## config.mk

```make
export PLATFORM = sky130hd
export DESIGN_NAME = car_park_ctrl
export DESIGN_NICKNAME = d
export VERILOG_FILES = /design/src/rtl/car_park_ctrl.sv
export SDC_FILE = /design/constraint.sdc
export NUM_CORES = 1
export LEC_CHECK = 0
export CORE_ASPECT_RATIO = 1.4
export CORE_MARGIN = 1.5
export CORE_UTILIZATION = 60
export CTS_CLUSTER_DIAMETER = 150
export DETAILED_ROUTE_END_ITERATION = 8
export PLACE_DENSITY = 0.89
export RECOVER_POWER = 50
export SYNTH_ARGS = -nofsm -noshare
export SYNTH_HDL_FRONTEND = slang
export SYNTH_SLANG_ARGS = --single-unit
```

## constraint.sdc

```tcl
create_clock -name clk -period 7.65 [get_ports clk]
set_input_delay 1.9125 -clock clk [delete_from_list [all_inputs] [get_ports clk]]
set_output_delay 1.9125 -clock clk [all_outputs]
set_load 0.05 [all_outputs]
```

## src/rtl/car_park_ctrl.sv

```systemverilog
// rtl/car_park_ctrl.sv - multi-bay car park controller: occupancy, timed barriers, capped fee quote
// Entry and exit FSMs run concurrently; bay state is shared in one sequential block.
module car_park_ctrl #(
  parameter int N_SLOTS     = 8,
  parameter int SW          = $clog2(N_SLOTS),
  parameter int TW          = 16,
  parameter int FW          = 4,
  parameter int MAX_FEE     = 5,
  parameter int GATE_CYCLES = 5
) (
  input  logic          clk,
  input  logic          rst,
  input  logic          tick,
  input  logic          sin,
  input  logic          sout,
  input  logic [SW-1:0] exit_slot,
  input  logic          pay,
  output logic          bin,
  output logic          bout,
  output logic          entry_valid,
  output logic [SW-1:0] entry_slot,
  output logic [FW-1:0] fee,
  output logic          fee_valid,
  output logic [SW:0]   free_cnt,
  output logic          full,
  output logic          err
);
  localparam int GCW = $clog2(GATE_CYCLES + 1);

  typedef enum logic {E_IDLE, E_GATE} e_state_t;
  typedef enum logic [1:0] {X_IDLE, X_QUOTE, X_WAIT, X_GATE} x_state_t;

  e_state_t           e_state_q;
  x_state_t           x_state_q;
  logic [TW-1:0]      t_q;
  logic [N_SLOTS-1:0] occ_q, occ_d;
  logic [TW-1:0]      ts_q [N_SLOTS];
  logic [GCW-1:0]     e_cnt_q, x_cnt_q;
  logic [SW-1:0]      x_slot_q;
  logic [SW:0]        free_cnt_q, free_cnt_d;
  logic               bin_q, bout_q, entry_valid_q, fee_valid_q, err_q;
  logic [SW-1:0]      entry_slot_q;
  logic [FW-1:0]      fee_q, fee_d;
  logic [SW-1:0]      alloc_idx;
  logic               do_alloc, do_release, slot_ok;
  logic [TW-1:0]      elapsed;
  logic [TW:0]        fee_sum;

  // Lowest-index free bay; only meaningful while the park is not full.
  always_comb begin
    alloc_idx = '0;
    for (int i = N_SLOTS - 1; i >= 0; i--) begin
      if (!occ_q[i]) alloc_idx = SW'(i);
    end
  end

  assign full       = (free_cnt_q == '0);
  assign do_alloc   = (e_state_q == E_IDLE) && sin && !full;
  assign do_release = (x_state_q == X_WAIT) && pay;
  assign slot_ok    = ({1'b0, exit_slot} < (SW+1)'(N_SLOTS)) && occ_q[exit_slot];

  // Cap is applied on the full-width sum so large durations never wrap the fee.
  assign elapsed = t_q - ts_q[x_slot_q];
  assign fee_sum = {1'b0, elapsed} + (TW+1)'(1);
  assign fee_d   = (fee_sum > (TW+1)'(MAX_FEE)) ? FW'(MAX_FEE) : FW'(fee_sum);

  always_comb begin
    occ_d = occ_q;
    if (do_alloc)   occ_d[alloc_idx] = 1'b1;
    if (do_release) occ_d[x_slot_q]  = 1'b0;
  end

  assign free_cnt_d = free_cnt_q - (SW+1)'(do_alloc) + (SW+1)'(do_release);

  always_ff @(posedge clk) begin
    if (rst) begin
      e_state_q     <= E_IDLE;
      x_state_q     <= X_IDLE;
      t_q           <= '0;
      occ_q         <= '0;
      e_cnt_q       <= '0;
      x_cnt_q       <= '0;
      x_slot_q      <= '0;
      free_cnt_q    <= (SW+1)'(N_SLOTS);
      bin_q         <= 1'b0;
      bout_q        <= 1'b0;
      entry_valid_q <= 1'b0;
      entry_slot_q  <= '0;
      fee_q         <= '0;
      fee_valid_q   <= 1'b0;
      err_q         <= 1'b0;
    end else begin
      if (tick) t_q <= t_q + TW'(1);
      occ_q         <= occ_d;
      free_cnt_q    <= free_cnt_d;
      entry_valid_q <= 1'b0;
      err_q         <= 1'b0;

      case (e_state_q)
        E_IDLE: begin
          if (do_alloc) begin
            ts_q[alloc_idx] <= t_q;
            entry_slot_q    <= alloc_idx;
            entry_valid_q   <= 1'b1;
            bin_q           <= 1'b1;
            e_cnt_q         <= GCW'(GATE_CYCLES - 1);
            e_state_q       <= E_GATE;
          end
        end
        E_GATE: begin
          if (e_cnt_q == '0) begin
            bin_q     <= 1'b0;
            e_state_q <= E_IDLE;
          end else begin
            e_cnt_q <= e_cnt_q - GCW'(1);
          end
        end
        default: e_state_q <= E_IDLE;
      endcase

      case (x_state_q)
        X_IDLE: begin
          if (sout) begin
            if (slot_ok) begin
              x_slot_q  <= exit_slot;
              x_state_q <= X_QUOTE;
            end else begin
              err_q <= 1'b1;
            end
          end
        end
        X_QUOTE: begin
          fee_q       <= fee_d;
          fee_valid_q <= 1'b1;
          x_state_q   <= X_WAIT;
        end
        X_WAIT: begin
          if (pay) begin
            fee_valid_q <= 1'b0;
            bout_q      <= 1'b1;
            x_cnt_q     <= GCW'(GATE_CYCLES - 1);
            x_state_q   <= X_GATE;
          end
        end
        X_GATE: begin
          if (x_cnt_q == '0) begin
            bout_q    <= 1'b0;
            x_state_q <= X_IDLE;
          end else begin
            x_cnt_q <= x_cnt_q - GCW'(1);
          end
        end
        default: x_state_q <= X_IDLE;
      endcase
    end
  end

  assign bin         = bin_q;
  assign bout        = bout_q;
  assign entry_valid = entry_valid_q;
  assign entry_slot  = entry_slot_q;
  assign fee         = fee_q;
  assign fee_valid   = fee_valid_q;
  assign free_cnt    = free_cnt_q;
  assign err         = err_q;
endmodule

```

Word level (Yosys, flattened, before mapping)
Memory sizes are Yosys's and may differ from the RTL's. A register that Yosys moved wholly into a read port is not among the register bits.
Index checks and enable logic that the tools add are counted.
{"block": "totals", "reg_bits": 52, "ramBits": 128, "input_bits": 9, "out_inout_bits": 17, "mem_count": 1}
{"memory": "ts_q", "depth": 8, "word_bits": 16, "rd": 1, "rd_ports_with_merged_regs": 1, "wr": 1, "line_no": "37", "rtl": "logic [TW-1:0] ts_q [N_SLOTS];"}
{"block": "classes", "add_sub_neg": 7, "n_lt_le_gt_ge": 6, "n_eq_ne": 11, "mux": 45, "bitwise": 6, "n_reduce_logical": 21}
{"op": "2-to-1 mux 3 bit", "n": 14}
{"op": "adder 16 x 1 -> 17 bit, second input constant", "n": 1}
{"op": "> comparator 17 x 3 -> 1 bit, second input constant", "n": 1}
{"op": "adder 16 x 1 -> 16 bit, second input constant", "n": 1}
{"op": "2-to-1 mux 8 bit", "n": 2}
{"op": "subtractor 16 bit", "n": 1}
{"op": "2-to-1 mux 1 bit", "n": 14}
{"op": "inequality test 2 bit, second input constant", "n": 7}
{"op": "less-than comparator 3 x 4 -> 1 bit, second input constant", "n": 3}
{"op": "case mux 3 bit (2 select lines)", "n": 2}
{"op": "AND reduction 3 bit", "n": 3}
{"op": "bitwise AND 8 bit", "n": 1}
{"op": "2-to-1 mux 2 bit", "n": 4}
{"op": "NOT 8 bit", "n": 1}
{"op": "bitwise OR 8 bit", "n": 1}
{"op": "case mux 1 bit (2 select lines)", "n": 4}
{"op": "case mux 2 bit (4 select lines)", "n": 1}
{"op": "AND reduction 2 bit", "n": 4}
{"op": "demux 1 bit (select 3 bit)", "n": 2}
{"op": "greater-or-equal comparator 3 x 1 -> 1 bit, second input constant", "n": 2}
{"op": "zero test 3 bit", "n": 2}
{"op": "subtractor 3 x 1 -> 3 bit, second input constant", "n": 2}
{"op": "logical AND 1 bit", "n": 5}
{"op": "adder 4 x 1 -> 4 bit", "n": 1}
{"op": "13 further kinds", "n": 17}

Longest topological paths before layout
{"block": "logic_depth", "ltp_word": 16, "depth_mapped": 16, "ltp_nobuf": 14}

Worst setup path after synthesis
Ideal clock, no wire load.
{"block": "synth_timing", "path_kind": "input to register", "start": "input port rst", "end": "memory ts_q[2][0] (enable)", "arrival_time_ns": 4.118, "required_time_ns": 7.214, "path_slack_ns": 3.095, "path_stages": 3, "path_buffers": 2, "cell_sequence": "clkbuf_1 > clkbuf_1 > nor4b_1"}
{"block": "synth_between", "elab_chain_len": 2}
{"element": "from (decl)", "line_no": "12", "rtl": "input logic rst,"}
{"element": "2-to-1 mux 1 bit"}
{"element": "2-to-1 mux 1 bit (not written as such)", "line_no": "102", "rtl": "ts_q[alloc_idx] <= t_q;"}
{"element": "to (decl)", "line_no": "37"}
No other way between the ends.

Worst setup path in the final report
{"block": "layout_timing", "start": "input port rst", "end": "register fee_q[1] (netlist: fee[1])"}
{"element": "to (signal assigned)", "line_no": "89", "rtl": "fee_q <= '0;"}
{"element": "to (signal assigned)", "line_no": "133", "rtl": "fee_q <= fee_d;"}
{"element": "to (decl)", "line_no": "43", "rtl": "logic [FW-1:0] fee_q, fee_d;"}
No word-level cell between the ends.

==> results.md <==
* Status: finished with violations
* Failing checks: max-capacitance violations, max-slew violations
* Area Growth Syn to Fin at 12.99%
* Detail Placement HPWL at 11810 um
* Initial DRC count at roughly 530
* Slowest-stage cell, CP: clkbuf_1
* Number of buffers created by CTS at 17
* Commonest non-fill, non-tap cell in the layout: edfxtp_1
* Sink Count at 183
* Synth Instances at 623
* Core ar. at about 0.014 mm2
* First-pass GRT wire length at 30170 um
* PortBufs at 25
* Overall Power at about 2.4 mW
* Peak Freq at ~0.22 GHz
* CP bufs+invs at 3
* Post-Synth XOR/XNOR Area at 3.030%
* Overall die height at 142.9 um
* Hold violation count in the final report at 0
* Layout cells sized above 1 at approximately 14%
* Placed inst area at 0.008871 mm2
* Yosys reg bits at 183
* Tcrit/Tclk final at between 50% and 60%
* Post-CTS Setup Bufs at 0
* Antenna Nets Post-Route at 0
* Critical path startpoint category: input pin
* # diodes at 0
* Root buffer cell: clkbuf_16
* Drt drc at 0
* Vias at about 5.5k
* Mapped Avg Cell Area at 13.46 um2
* VDD IR max at roughly 0.22 mV
* RSZ-0062 raised after global routing: false
* CP Capture Type: register
* Pleak at ~3.4 nW
* Cell Pwr Density at about 260 mW/mm2
* Vias in the first global route at 5636
* Slew Limit Fails at 56
* Mapped Nets at 667
* Starting Density at 62.04%
* Die X-Extent at 102.9 um
* Compound-Gate Fraction of Synth Area at around 8.1%
* Total track usage at between 20% and 30%
* Finished Cell Area at about 0.0095 mm2
* Mux share of post-synthesis cell area at 12.27%
* Delay-heaviest family, CP: buffers and inverters
* Post-layout nets at 699
* Crit Path Class: in2reg
* Sequential-to-total area share from yosys stat at 58.99%
* Final core utilization at 70.09%
* Simple-Gate Fraction of Synth Area at 9.940%
* Most frequent cells in the layout: 128 x edfxtp_1, 54 x dfxtp_1, 51 x nor2_1
* Final Worst Setup Slack at 3.157 ns
* Largest net degree at the start of global routing at 56
* # resized after CTS at 0
* Final setup TNS at 0 ns
* H-tree levels at 4
* Post-synth EDFFs at 128
* Worst skew pair latency at roughly 0.42 ns
* Dpl ws at approximately 3.3 ns
* Yosys warnings at 0
* Worst Tran Pin Value at 2.531 ns
* WP data required at 7.97 ns
* Relative slew slack at -68.75%
* Cell area after synthesis at 0.008383 mm2
* Crit-path max cell delay at 1.78 ns
* Placer Congestion at 0.8954
* Wire per inst at 22.39 um
* Main combinational cell family by area after synthesis: multiplexers
* Adder-cell share of the synthesized area at 5.403%
* Row cnt at 50
* Final setup viols at 0
* Clk slew on worst S/H paths at ~0.070 ns
* FFs w/ async S/R, synth at 0%
* Worst Path Max Fanout at 55
* Fin Clk Skew at approximately 0.0066 ns
* Synth cell types at 64
* Count of max-cap constraint violations at 1
* WP data arrival at 4.81 ns
* Antenna violations before repair at 0
* Reg area at 0.004946 mm2
* Synth top area share at 45.85%
* Crit path time final at approximately 4.5 ns
* Hold buffers post-CTS at 0
* Multi-input logic area at 0.003268 mm2
* Io pins at 26
* Cell taking the most area after synthesis: edfxtp_1
* Main synth FF type: edfxtp_1
* CTS Buffer Depth at 2
* Final wirelength at 19030 um
* Drt pass-1 iters at 5
* Die area at 0.01470 mm2
* Critical-path cell list: buf_2 -> clkbuf_1 -> inv_1 -> a41o_1
* FILL cells at about 900
* Largest cells by area after synthesis: edfxtp_1 46%, dfxtp_1 13%, mux4_2 8.9%, ha_1 4.9%, mux2i_1 2.9%
* Global route total overflow at 0
* CTS tree: built
* Hold WC Path Type: reg2reg
* Avg Vias per Cell at 6.508
==> worst reg2reg max path: cells and delay by family, from the launching register on <==
family                   cells  cell delay (ns)
adder cells (fa/ha/maj)      3             0.90
AND/OR/NAND/NOR              2             0.84
multiplexers                 4             0.95
AO/OA/AOI/OAI                3             0.76
buffers and inverters        1             0.08
flip-flops                   1             0.77
==> metrics by stage <==
step / cells / hold slack [ns]
CTS: 850 / 0.4727
floorplan: 623 / 0.4436
detailed placement: 818 / 0.4582
global route: 850 / 0.4958
global placement: 818 / 0.4520
finish: 850 / 0.4728
==> metal layers <==
| metal | wire, um | global-route usage (%) | up-vias |
|---|---|---|---|
| li1 | - | - | 2437 |
| met1 | 7110 | 33.86 | 2727 |
| met2 | 10090 | 48.75 | 313 |
| met3 | 1211 | 5.188 | 55 |
| met4 | 624 | 12.30 | 0 |
| met5 | 0 | 0 | - |
==> kinds of logic (layout without fill, tap and decap cells) <==
group / count (synthesis) / in the layout
flip-flops: 183 / 183
AND/OR/NAND/NOR: 168 / 168
AO/OA/AOI/OAI: 98 / 98
multiplexers: 61 / 61
buffers and inverters: 49 / 94
adder cells (fa/ha/maj): 35 / 35
XOR/XNOR: 29 / 29
==> cells in the mapped netlist (all sizes together), types with 3 or more instances <==
cell and count:
mux2i 24, clkbuf 16, mux4 33, o21a 3, nand3b 4, nor3 7, edfxtp 128, or3 6
inv 24, nand2b 9, a31oi 7, mux2 4, nor2b 8, nand4 4, a21oi 31, o21ai 16
nor2 51, nor3b 3, buf 8, a2111oi 3, xor2 15, nor4 7, ha 33, nand2 37
xnor2 14, a21o 4, a211oi 7, and3 6, dfxtp 55, o211a 4, and2 4, nand3 15
==> layout make-up <==
class,instances,area share (%)
Tap cell,182,2.404
Clock inverter,15,1.889
Timing Repair Buffer,37,3.501
Sequential cell,183,52.22
Inverter,25,0.9908
Clock buffer,17,4.491
Multi-Input combinational cell,391,34.50
==> power by group <==
group | internal [mW] | switching, mW | total [mW] | leakage [nW]
Sequential | 1.10 | 0.0368 | 1.14 | 1.72
Combinational | 0.166 | 0.273 | 0.439 | 1.34
Clock | 0.442 | 0.420 | 0.862 | 0.292
Total | 1.71 | 0.731 | 2.44 | 3.35
==> registers in the layout, summed over array words and instances, names as in the netlist, named ones only <==
name         flops
ts_q           128
t_q             16
occ_q            8
fee              4
free_cnt         4
e_cnt_q          3
entry_slot       3
x_cnt_q          3
x_slot_q         3
x_state_q        2
bin              1
bout             1
e_state_q        1
entry_valid      1
err              1
fee_valid        1
==> worst paths after layout <==
kind | from | end | slack (ns) | cells past startpoint
worst max-delay path | rst | fee[1] | 3.16 | 4
worst min-delay path | entry_slot[2] | entry_slot[2] | 0.47 | 2
worst max register to register | register | fee[1] | 3.28 | 13
worst min register to register | entry_slot[2] | entry_slot[2] | 0.47 | 2
Power figures use the tool's default switching activity.
